--- config.mk ---
export PLATFORM = sky130hd
export DESIGN_NAME = mult4x4_seq
export DESIGN_NICKNAME = d
export VERILOG_FILES = /design/src/rtl/mult_pkg.sv /design/src/rtl/mult_pp_accum.sv /design/src/rtl/mult4x4_seq.sv
export SDC_FILE = /design/constraint.sdc
export NUM_CORES = 1
export LEC_CHECK = 0
export ABC_AREA = 1
export BUFFER_PORTS_ARGS = -buffer_cell sky130_fd_sc_hd__buf_2
export CORE_AREA = 5 5 66 68
export CTS_BUF_LIST = sky130_fd_sc_hd__clkbuf_8
export DETAILED_ROUTE_END_ITERATION = 12
export DIE_AREA = 0 0 71 73
export PLACE_DENSITY = 0.8
export SYNTH_ARGS = -nofsm -noshare
export SYNTH_HDL_FRONTEND = slang
export SYNTH_HIERARCHICAL = 1
export SYNTH_SLANG_ARGS = --single-unit
--- constraint.sdc ---
create_clock -name clk -period 3.2 [get_ports clk]
set_clock_uncertainty 0.1 [all_clocks]
set_input_delay 0.8 -clock clk [delete_from_list [all_inputs] [get_ports clk]]
set_output_delay 0.8 -clock clk [all_outputs]
set_load 0.01 [all_outputs]
--- src/rtl/mult_pkg.sv ---
// Shared definitions for the sequential 4x4 multiplier controller.
//   - Operand and product widths
//   - FSM state type
//   - Per-step digit selection and partial-product shift amount
package mult_pkg;

  localparam int unsigned OPW   = 4;
  localparam int unsigned PRODW = 8;

  typedef enum logic [1:0] {
    S_IDLE = 2'd0,
    S_RUN  = 2'd1,
    S_DONE = 2'd2
  } state_t;

  // Left shift applied to the partial product of step k: {0,2,2,4}
  function automatic logic [2:0] sh(input logic [1:0] k);
    case (k)
      2'd0:       sh = 3'd0;
      2'd1, 2'd2: sh = 3'd2;
      default:    sh = 3'd4;
    endcase
  endfunction

  // Digit of a used in step k: low digit on even steps, high digit on odd steps
  function automatic logic [1:0] digit_a(input logic [OPW-1:0] x, input logic [1:0] k);
    return k[0] ? x[3:2] : x[1:0];
  endfunction

  // Digit of b used in step k: low digit for steps 0/1, high digit for steps 2/3
  function automatic logic [1:0] digit_b(input logic [OPW-1:0] x, input logic [1:0] k);
    return k[1] ? x[3:2] : x[1:0];
  endfunction

endpackage

--- src/rtl/mult_pp_accum.sv ---
// Partial-product accumulator for mult4x4_seq.
// Ports:
//   clk, rst_n   clock, asynchronous active-low reset
//   i_clear      clear accumulator (new operation accepted)
//   i_add_en     add the shifted partial product this cycle
//   i_step       current step 0..3, selects the shift amount
//   i_pp         4-bit partial product from the 2-bit multiplier
//   o_sum        accumulator plus shifted partial product (combinational)
module mult_pp_accum
  import mult_pkg::*;
(
  input  logic             clk,
  input  logic             rst_n,
  input  logic             i_clear,
  input  logic             i_add_en,
  input  logic [1:0]       i_step,
  input  logic [3:0]       i_pp,
  output logic [PRODW-1:0] o_sum
);

  logic [PRODW-1:0] r_acc;
  logic [PRODW-1:0] w_addend;

  // Max running sum is 225, so 8 bits never overflow
  assign w_addend = {{(PRODW-4){1'b0}}, i_pp} << sh(i_step);
  assign o_sum    = r_acc + w_addend;

  always_ff @(posedge clk or negedge rst_n) begin
    if (!rst_n) begin
      r_acc <= '0;
    end else if (i_clear) begin
      r_acc <= '0;
    end else if (i_add_en) begin
      r_acc <= o_sum;
    end
  end

endmodule

--- src/rtl/mult4x4_seq.sv ---
// Sequential 4x4 unsigned multiplier controller driving an external 2-bit
// multiplier cell. Operands are split into 2-bit digits, one digit pair per
// step; partial products are shifted and accumulated into an 8-bit product.
// Parameters:
//   SETTLE  extra hold cycles per step before sampling pp_res (0..7)
// Configuration macro:
//   ZERO_SKIP_EN  when defined, a zero operand completes in one cycle
// Ports:
//   clk, rst_n      clock, asynchronous active-low reset
//   start           request, accepted in IDLE or DONE
//   a, b            operands, captured on accepted start
//   pp_a, pp_b      registered digits driven to the 2-bit multiplier
//   pp_res          combinational 2-bit multiplier result
//   busy            high while a multiplication runs
//   done            one-cycle completion pulse
//   product         a*b, held until the next completion or reset
module mult4x4_seq
  import mult_pkg::*;
#(
  parameter int unsigned SETTLE = 0
) (
  input  logic             clk,
  input  logic             rst_n,
  input  logic             start,
  input  logic [OPW-1:0]   a,
  input  logic [OPW-1:0]   b,
  output logic [1:0]       pp_a,
  output logic [1:0]       pp_b,
  input  logic [3:0]       pp_res,
  output logic             busy,
  output logic             done,
  output logic [PRODW-1:0] product
);

  localparam logic [2:0] LP_SETTLE = 3'(SETTLE);

  state_t           r_state;
  logic [OPW-1:0]   r_ra;
  logic [OPW-1:0]   r_rb;
  logic [1:0]       r_step;
  logic [2:0]       r_wait;
  logic [1:0]       r_pp_a;
  logic [1:0]       r_pp_b;
  logic             r_busy;
  logic             r_done;
  logic [PRODW-1:0] r_product;

  logic             w_accept;
  logic             w_step_end;
  logic             w_zero;
  logic [PRODW-1:0] w_sum;

  assign w_accept   = ((r_state == S_IDLE) || (r_state == S_DONE)) && start;
  assign w_step_end = (r_state == S_RUN) && (r_wait == LP_SETTLE);

`ifdef ZERO_SKIP_EN
  assign w_zero = (a == '0) || (b == '0);
`else
  assign w_zero = 1'b0;
`endif

  mult_pp_accum u_accum (
    .clk      (clk),
    .rst_n    (rst_n),
    .i_clear  (w_accept),
    .i_add_en (w_step_end),
    .i_step   (r_step),
    .i_pp     (pp_res),
    .o_sum    (w_sum)
  );

  always_ff @(posedge clk or negedge rst_n) begin
    if (!rst_n) begin
      r_state   <= S_IDLE;
      r_ra      <= '0;
      r_rb      <= '0;
      r_step    <= '0;
      r_wait    <= '0;
      r_pp_a    <= '0;
      r_pp_b    <= '0;
      r_busy    <= 1'b0;
      r_done    <= 1'b0;
      r_product <= '0;
    end else begin
      case (r_state)
        // DONE accepts start exactly like IDLE, allowing back-to-back use
        S_IDLE, S_DONE: begin
          r_state <= S_IDLE;
          r_done  <= 1'b0;
          r_busy  <= 1'b0;
          r_pp_a  <= '0;
          r_pp_b  <= '0;
          if (start) begin
            r_ra   <= a;
            r_rb   <= b;
            r_step <= '0;
            r_wait <= '0;
            if (w_zero) begin
              r_state   <= S_DONE;
              r_done    <= 1'b1;
              r_product <= '0;
            end else begin
              r_state <= S_RUN;
              r_busy  <= 1'b1;
              r_pp_a  <= a[1:0];
              r_pp_b  <= b[1:0];
            end
          end
        end

        S_RUN: begin
          if (r_wait == LP_SETTLE) begin
            r_wait <= '0;
            if (r_step == 2'd3) begin
              r_product <= w_sum;
              r_done    <= 1'b1;
              r_busy    <= 1'b0;
              r_pp_a    <= '0;
              r_pp_b    <= '0;
              r_step    <= '0;
              r_state   <= S_DONE;
            end else begin
              r_step <= r_step + 2'd1;
              r_pp_a <= digit_a(r_ra, r_step + 2'd1);
              r_pp_b <= digit_b(r_rb, r_step + 2'd1);
            end
          end else begin
            r_wait <= r_wait + 3'd1;
          end
        end

        default: begin
          r_state <= S_IDLE;
          r_busy  <= 1'b0;
          r_done  <= 1'b0;
          r_pp_a  <= '0;
          r_pp_b  <= '0;
        end
      endcase
    end
  end

  assign pp_a    = r_pp_a;
  assign pp_b    = r_pp_b;
  assign busy    = r_busy;
  assign done    = r_done;
  assign product = r_product;

endmodule

Yosys cells after proc, flatten, opt, wreduce, memory -nomap -nowiden
Cells that the tools add are included.
{"block": "totals", "elab_cells": 69, "output_inout_bits": 14, "regBits": 37, "in_bits": 15}
{"block": "op_classes", "n_eq_ne": 8, "reduce_logical": 15, "n_mux": 31, "addsub": 3, "shift": 1}
{"operator": "two-way mux 2 bit", "count": 13}
{"operator": "two-way mux 8 bit", "count": 2}
{"operator": "case mux 2 bit (2 select lines)", "count": 4}
{"operator": "case mux 3 bit (2 select lines)", "count": 2}
{"operator": "adder 8 bit", "count": 1}
{"operator": "<< shifter 4 x 3 -> 8 bit", "count": 1}
{"operator": "two-way mux 1 bit", "count": 7}
{"operator": "== test 2 bit (second input constant)", "count": 3}
{"operator": "two-way mux 3 bit", "count": 2}
{"operator": "AND reduction 2 bit", "count": 3}
{"operator": "AND reduction 3 bit", "count": 2}
{"operator": "== test 2 x 1 -> 1 bit (second input constant)", "count": 2}
{"operator": "logical NOT 2 bit", "count": 2}
{"operator": "inequality test 2 x 1 -> 1 bit (second input constant)", "count": 2}
{"operator": "nonzero test 2 bit", "count": 2}
{"operator": "OR reduction 2 bit", "count": 2}
{"operator": "adder 3 x 1 -> 3 bit (second input constant)", "count": 1}
{"operator": "logical NOT 3 bit", "count": 1}
{"operator": "adder 2 x 1 -> 2 bit (second input constant)", "count": 1}
{"operator": "logical AND 1 bit", "count": 2}
{"operator": "inequality test 2 bit (second input constant)", "count": 1}
{"operator": "case mux 1 bit (2 select lines)", "count": 1}
{"operator": "logical OR 1 bit", "count": 1}

Logic depth before layout (Yosys ltp)
Gate-level depths: netlist of the first run.
{"block": "depth", "depth_word": 7, "mapped_depth": 17, "mapped_depth_nobuf": 16}

Modules after synthesis
Netlist of the first run, hierarchy kept.
{"mod": "mult4x4_seq", "n_inst": 1, "cells_per_inst": 154, "area_each_um2": 1275.0, "seq_area_each_um2": 700.7}
{"mod": "mult_pp_accum", "n_inst": 1, "cells_per_inst": 119, "area_each_um2": 838.3, "seq_area_each_um2": 200.2}

Worst setup path before layout of the first run
No wires, ideal clock.
{"block": "synth_timing", "path_type": "register to register", "from": "register r_step[0]", "to": "register r_product[7], in the netlist product[7]", "arrival_time_ns": 2.179, "setup_ns": 0.117, "path_stages_with_launch": 14, "required_time_ns": 2.983, "period_less_slack_ns": 2.396, "path_slack_ns": 0.804, "path_cell_list": "dfrtp_1 -> ha_1 -> buf_4 -> o21ai_0 -> nor2_1 -> ha_1 -> or2_4 -> nand2_4 -> nor2_2 -> nor2_1 -> nand2_1 -> and2_1 -> nand3_1 -> nand2_1"}
{"block": "synth_via", "elab_chain_cells": 5, "word_cells_on_any_way": 9}
{"element": "from (decl)", "line_no": "mult4x4_seq.sv:40", "text": "logic [1:0] r_step;"}
{"element": "from (signal assigned)", "line_no": "mult4x4_seq.sv:123", "text": "r_step <= r_step + 2'd1;"}
{"element": "== test 2 x 1 -> 1 bit or == test 2 bit (tied branches)", "line_no": "mult_pkg.sv:18", "text": "case (k)"}
{"element": "OR reduction 2 bit", "line_no": "mult_pkg.sv:18"}
{"element": "case mux 3 bit (2 select lines) (*)", "line_no": "mult_pkg.sv:18"}
{"element": "<< shifter 4 x 3 -> 8 bit (*)", "line_no": "mult_pp_accum.sv:25", "text": "assign w_addend = {{(PRODW-4){1'b0}}, i_pp} << sh(i_step);"}
{"element": "adder 8 bit (*)", "line_no": "mult_pp_accum.sv:26", "text": "assign o_sum = r_acc + w_addend;"}
{"element": "net w_sum[7]", "line_no": "mult4x4_seq.sv:51", "text": "logic [PRODW-1:0] w_sum;"}
{"element": "to (signal assigned)", "line_no": "mult4x4_seq.sv:115", "text": "r_product <= w_sum;"}
{"element": "to (decl)", "line_no": "mult4x4_seq.sv:46", "text": "logic [PRODW-1:0] r_product;"}
Mark *: on every way through the listed nets, which the timed path passes. The rest lies on a longest branch.
A chain may end at the register's enable or synchronous reset.

Worst setup path after layout of the first run
{"block": "layout_timing", "from": "register r_step[0]", "to": "register r_product[5], in the netlist product[5]"}
Same word-level chain as after synthesis.

==> results of run 1 <==
==> layout make-up <==
cell class                      count  area, um^2  share of cell area, %
Clock inverter                      2        8.76                  0.372
Sequential cell                    36         901                   38.2
Tap cell                           50        62.6                   2.65
Clock buffer                        5        68.8                   2.92
Inverter                           26         100                   4.25
Multi-Input combinational cell    206        1080                   45.6
Timing Repair Buffer               28         140                   5.94
==> worst max-delay path: cells and delay by family (launching register included) <==
family                     cells  cell delay, ns
adders and majority gates      2            0.80
AOI/OAI and AO/OA              1            0.28
DFF                            1            0.45
and+or+nand+nor                7            0.88
==> sequential cells by signal, indices dropped and copies added, names as in the netlist <==
signal / count
pp_b: 2
u_accum/r_acc: 8
busy: 1
r_step: 2
product: 8
r_state: 1
r_rb: 4
pp_a: 2
r_ra: 4
r_wait: 3
done: 1
==> power by group through the flow <==
stage | clock network (mW) | logic, mW | registers (mW)
finish | 0.291 | 1.50 | 0.780
global route | 0.305 | 1.73 | 0.804
detailed placement | 0 | 1.49 | 0.785
global placement | 0 | 1.46 | 0.781
CTS | 0.295 | 1.50 | 0.780
floorplan | 0 | 1.15 | 0.801
==> placed cells by master, fill, tap and decap left out <==
master,synthesis,final
xor2_2,1,1
nand2_2,7,7
or2_2,1,1
inv_4,1,1
a21oi_1,5,5
nor3_1,2,2
ha_1,12,12
fa_1,1,1
o21ai_0,5,5
inv_2,5,5
and2_1,3,3
clkinv_2,0,1
nand2_4,4,4
clkbuf_8,0,5
inv_1,20,21
nor2_2,4,4
nand2_1,121,121
buf_2,2,28
nand3b_1,4,4
a22o_1,3,3
xnor2_1,1,1
nor2_4,1,1
o21ai_2,1,1
nor2_1,9,9
o21ai_1,2,2
nand3_2,1,1
dfrtp_1,36,36
xor2_1,1,1
or2_4,1,1
nand3_1,16,16
==> cell usage after synthesis (all sizes together) <==
| cell | number |
|---|---|
| a22o | 3 |
| buf | 5 |
| or2 | 2 |
| a21oi | 5 |
| fa | 1 |
| nor2 | 14 |
| xnor2 | 1 |
| dfrtp | 36 |
| xor2 | 2 |
| ha | 12 |
| o21ai | 8 |
| nor3 | 2 |
| and2 | 3 |
| inv | 26 |
| nand3b | 4 |
| nand2 | 132 |
| nand3 | 17 |
==> routing by layer <==
metal,track usage (%),vias up
met5,0,-
met4,5.64,0
met3,5.23,8
met2,30.8,41
met1,22.9,821
li1,-,914
==> through the flow <==
step,power [mW],instances,util [%]
after detailed placement,2.28,346,60.0
after global routing,2.84,353,62.1
after floorplan,1.95,273,-
final,2.57,353,62.1
after global placement,2.24,346,60.0
after CTS,2.58,353,62.1
==> path summary, 6_finish.rpt <==
check	to	slack, ns	depth (start not counted)
max	product[5]$_DFFE_PN0P_	0.56	10
min	product[1]$_DFFE_PN0P_	0.37	2
max reg2reg	product[5]$_DFFE_PN0P_	0.56	10
min reg2reg	product[1]$_DFFE_PN0P_	0.37	2
max in group asynchronous	u_accum/r_acc[3]$_DFFE_PN0P_	2.02	1
min in group asynchronous	pp_a[0]$_DFFE_PN0P_	0.48	1
==> logic make-up (layout without fill, tap and decap cells) <==
| family | count (synthesis) | in the layout |
|---|---|---|
| buf+inv | 31 | 61 |
| flops | 36 | 36 |
| simple gates | 174 | 174 |
| fa+ha+maj | 13 | 13 |
| compound gates | 16 | 16 |
| xor+xnor | 3 | 3 |
==> results.toml, run 1 <==
[cts]
cts.sink_count = 36
cts_root_buffer = "clkbuf_8"
cts_hold_repair.buffers = 0
clkSlewWorstSetupHoldPaths_ns = 0.07
postCtsSetupBuffers = 0
cts-root-to-sink-buffers = 2
worstSkewPairLatency_ns = 0.28
tritoncts = "yes"
ctsResizeCount = 0
cts-htree-levels = 2
cts_inserted_buffers = 5

[yosys]
synth_nets = 301
synth_seq_cells = 36
syn-cell-area_um2 = 2110
synth_largest_type_area_fraction_pct = 42.6
synth_top_family_by_area = "simple AND/OR/NAND/NOR gates"
synth_area_leader_cell = "dfrtp_1"
netlist-cell-type-count = 30
synth_fa_ha_area_share_pct = 8.05
synth_cells = 273
synth.mux.area_fraction_pct = 0
yosysSeqAreaShare_pct = 42.6
synth_area_per_cell_um2 = 7.74
post_synth_and_or_nand_nor_area_fraction_pct = 36.8
synth_compound_gate_area_share_pct = 4.50
post_synth_xor_xnor_area_pct = 1.60
yosys_warnings = 6
ys_top_cells_by_area = "dfrtp_1, nand2_1, ha_1, nand3_1, inv_1"

[global_routing]
via_count_of_the_first_global_routing_pass = 1756
grt_max_degree = 37
antenna_found_initial = 0
grt_first_pass_wirelength_mm = 7.51
grt_residual_overflow = 0
gr-usage-all-layers_pct = 18.3

[floorplanning]
pin_count = 29
die-area_um2 = 5180
effective_utilization_at_floorplan_pct = 55.6
design.core.area_um2 = 3800
floorplan.rows = 23
height_of_the_chip_um = 73
die_wd_um = 71

[timing]
grt_setup_unrepaired = "no"
final.setup.tns_ns = 0
whs_ns = 0.373
slew-limit-headroom_pct = 49.3
timing.final.max_slew_violations = 0
fin_crit_ns = 2.64
setup_violations = 0
max_slew.worst_pin.slew_ns = 0.760
maxClockFrequency_mhz = 379
final_hold_violation_count = 0
timing.final.crit_share_pct = 82.4
postLayoutSetupSlackWorst_ns = 0.563

[drt]
first_iter_violations = 102
met3RoutedLength_um = 208
drt-vias-per-instance = 5.05
vias_post_dr = 1784
route.top_layer_used = "met4"
route.detailed.wl_per_inst_um = 12.0
antenna_left = 0
drc = 0
met2RoutedLength_mm = 2.00
met1_routed_length_mm = 1.95
detail_route.first_pass.iterations = 4
totalWireLength_mm = 4.23

[power]
combinationalPowerShare_pct = 58.3
clkPwrFrac_pct = 11.3
p_leak_nw = 1.36
ir_worst_vdd_uv = 478
power_per_cell_area_nw_per_um2 = 1090
switchingPower_mw = 1.21
internal-power_mw = 1.36
sequentialPowerShare_pct = 30.3
switching_portion_of_total_power_pct = 46.9

[worst_hold_path]
hp-start = "product[1]$_DFFE_PN0P_"
timing.hold.worst.class = "register to register"

[setup_path]
critPathKind = "register to register"
element_type_at_the_critical_path_start = "register"
timing.critical_path.fanout_max = 10
worstPathCellList = "ha_1 -> o21ai_0 -> nor2_1 -> ha_1 -> or2_4 -> nand3b_1 -> nand3b_1 -> and2_1 -> nand3_1 -> nand2_1"
cp.arrival_ns = 2.71
worst_path_max_delay_cell = "ha_1"
worst-endpoint-required_ns = 3.27
crit_start = "r_step[0]$_DFFE_PN0P_"
rr_startpoint = "r_step[0]$_DFFE_PN0P_"
timing.critical_path.to_type = "register"
max_stage_delay_ns = 0.48

[finish]
nets = 331
num_antenna_cells = 0
final_cell_area_um2 = 2360
fillerInstances = 349
flow.area_growth_from_synthesis_pct = 11.5
post_route_cells_drive_above_1_share_pct = 20.1

[placement]
dp.final_hpwl_mm = 3.24
routabilityCongestion = 0.863
port_buffers = 28
place_worst_setup_slack_ns = 0.586
placed_area_um2 = 2280

[outcome]
outcome = "completed"

[flow_run]
max_cap_violations = 0
Note: power is estimated with default switching activity, not from simulation.
==> run 2, diff against run 1 <==
CORE_AREA = 5 5 69 71   (was 5 5 66 68)
DIE_AREA = 0 0 74 76   (was 0 0 71 73)
PLACE_DENSITY = 0.77   (was 0.8)
clock period = 2.4 ns   (was 3.2 ns; I/O delays follow)
==> results.toml, run 2 (synthesized netlist as in run 1, its figures left out) <==
[finish]
num_antenna_cells = 0
most-common-layout-cells = "nand2_1, dfrtp_1, buf_2, inv_1, nand3_1"
flow.area_growth_from_synthesis_pct = 18.4
post_route_cells_drive_above_1_share_pct = 25.6
utilization_pct = 60.0
nets = 339
final_common_cell = "nand2_1"

[global_routing]
antenna_found_initial = 0
via_count_of_the_first_global_routing_pass = 1790
grt_residual_overflow = 0
grt_max_degree = 37
gr-usage-all-layers_pct = 17.7
grt_first_pass_wirelength_mm = 7.87

[power]
combinationalPowerShare_pct = 60.7
sequentialPowerShare_pct = 27.6
internal-power_mw = 2.07
power_per_cell_area_nw_per_um2 = 1520
ir_worst_vdd_uv = 716
switching_portion_of_total_power_pct = 45.5
p_leak_nw = 1.41
switchingPower_mw = 1.73
clkPwrFrac_pct = 11.7

[floorplanning]
height_of_the_chip_um = 76
die_wd_um = 74
effective_utilization_at_floorplan_pct = 50.6
die-area_um2 = 5620
pin_count = 29
design.core.area_um2 = 4170
floorplan.rows = 24

[cts]
cts_hold_repair.buffers = 0
cts_inserted_buffers = 5
clkSlewWorstSetupHoldPaths_ns = 0.07
cts-htree-levels = 2
tritoncts = "yes"
cts_root_buffer = "clkbuf_8"
postCtsSetupBuffers = 0
cts.sink_count = 36
cts-root-to-sink-buffers = 2
worstSkewPairLatency_ns = 0.29

[timing]
final.setup.tns_ns = 0
max_slew.worst_pin.slew_ns = 0.782
fin_crit_ns = 2.30
final_hold_violation_count = 0
timing.final.max_slew_violations = 0
maxClockFrequency_mhz = 435
grt_setup_unrepaired = "yes"
setup_violations = 0
timing.final.crit_share_pct = 95.8
slew-limit-headroom_pct = 47.9

[placement]
routabilityCongestion = 0.829
dp.final_hpwl_mm = 3.38
port_buffers = 28

[drt]
drc = 0
totalWireLength_mm = 4.55
antenna_left = 0
drt-vias-per-instance = 4.99
detail_route.first_pass.iterations = 5
route.detailed.wl_per_inst_um = 12.5
vias_post_dr = 1816
first_iter_violations = 84

[setup_path]
timing.critical_path.to_type = "register"
rr_startpoint = "r_step[1]$_DFFE_PN0P_"
worst-endpoint-required_ns = 2.48
critPathKind = "register to register"
crit_start = "r_step[1]$_DFFE_PN0P_"
worstPathCellList = "ha_4 -> nand2_1 -> o21ai_2 -> nor2_1 -> ha_1 -> or2_4 -> nand3b_1 -> nand3b_1 -> and2_1 -> nand3_1 -> nand2_1"
element_type_at_the_critical_path_start = "register"
worst_path_max_delay_cell = "dfrtp_1"
max_stage_delay_ns = 0.42
cp.arrival_ns = 2.38
timing.critical_path.fanout_max = 9

[flow_run]
max_cap_violations = 0

[outcome]
outcome = "completed"

[worst_hold_path]
timing.hold.worst.class = "primary input to async pin"
-- run 2: cell count changes in the layout (fill, tap and decap cells not counted), sizes merged --
cell	delta
buf	+8
clkbuf	+1
clkinv	+1
inv	-1
-- run 2: power by group through the flow --
stage / Combinational (mW) / Clock, mW / Sequential, mW
2_1_floorplan: 1.53 / 0 / 1.07
3_3_place_gp: 2.09 / 0 / 1.03
3_5_place_dp: 2.15 / 0 / 1.04
4_1_cts: 2.18 / 0.454 / 1.03
5_1_grt: 2.61 / 0.483 / 1.08
6_report: 2.31 / 0.445 / 1.05
-- run 2: worst max-delay path: cells and delay by family (launching register included) --
kind / cells / cell delay [ns]
flip-flops: 1 / 0.42
AND/OR/NAND/NOR: 8 / 0.96
adder cells (fa/ha/maj): 2 / 0.64
AO/OA/AOI/OAI: 1 / 0.07
-- run 2: path summary, 6_finish.rpt --
kind                       slack, ns                     end  cells after the start
min                             0.28     pp_a[0]$_DFFE_PN0P_                      1
min reg2reg                     0.37  product[3]$_DFFE_PN0P_                      2
min in group clk                0.37  product[3]$_DFFE_PN0P_                      2
max in group asynchronous       1.41     r_rb[0]$_DFFE_PN0P_                      1
max reg2reg                     0.10  product[5]$_DFFE_PN0P_                     11
max                             0.10  product[5]$_DFFE_PN0P_                     11
-- run 2: metal layers --
| layer | track usage [%] | part of all wire (%) |
|---|---|---|
| met4 | 4.35 | 1.2 |
| met3 | 3.96 | 3.1 |
| met5 | 0 | 0 |
| met2 | 27.7 | 49 |
| met1 | 24.6 | 47 |
-- run 2: stage by stage --
stage / instances / hold slack (ns) / instance area [um^2] / worst slack (ns) / power (mW)
floorplan: 273 / 0.204 / 2110 / 0.00359 / 2.60
global placement: 356 / 0.351 / 2340 / 0.00831 / 3.12
detailed placement: 356 / 0.361 / 2340 / -0.0215 / 3.19
CTS: 364 / 0.311 / 2440 / 0.00881 / 3.67
global route: 364 / 0.373 / 2500 / -0.00843 / 4.18
finish: 364 / 0.285 / 2500 / 0.102 / 3.80
-- run 2: cell type report --
| cell class | count | area [um^2] |
|---|---|---|
| Tap cell | 52 | 65.1 |
| Clock inverter | 2 | 10.0 |
| Multi-Input combinational cell | 206 | 1140 |
| Fill cell | 386 | 1670 |
| Sequential cell | 36 | 901 |
| Inverter | 26 | 100 |
| Clock buffer | 6 | 82.6 |
| Timing Repair Buffer | 36 | 200 |
-- run 2: repair_timing --
item,CTS,global route
endpoints found under the setup margin,2,5
cloned,0,0
pin swaps,0,0
resized for setup,2,9
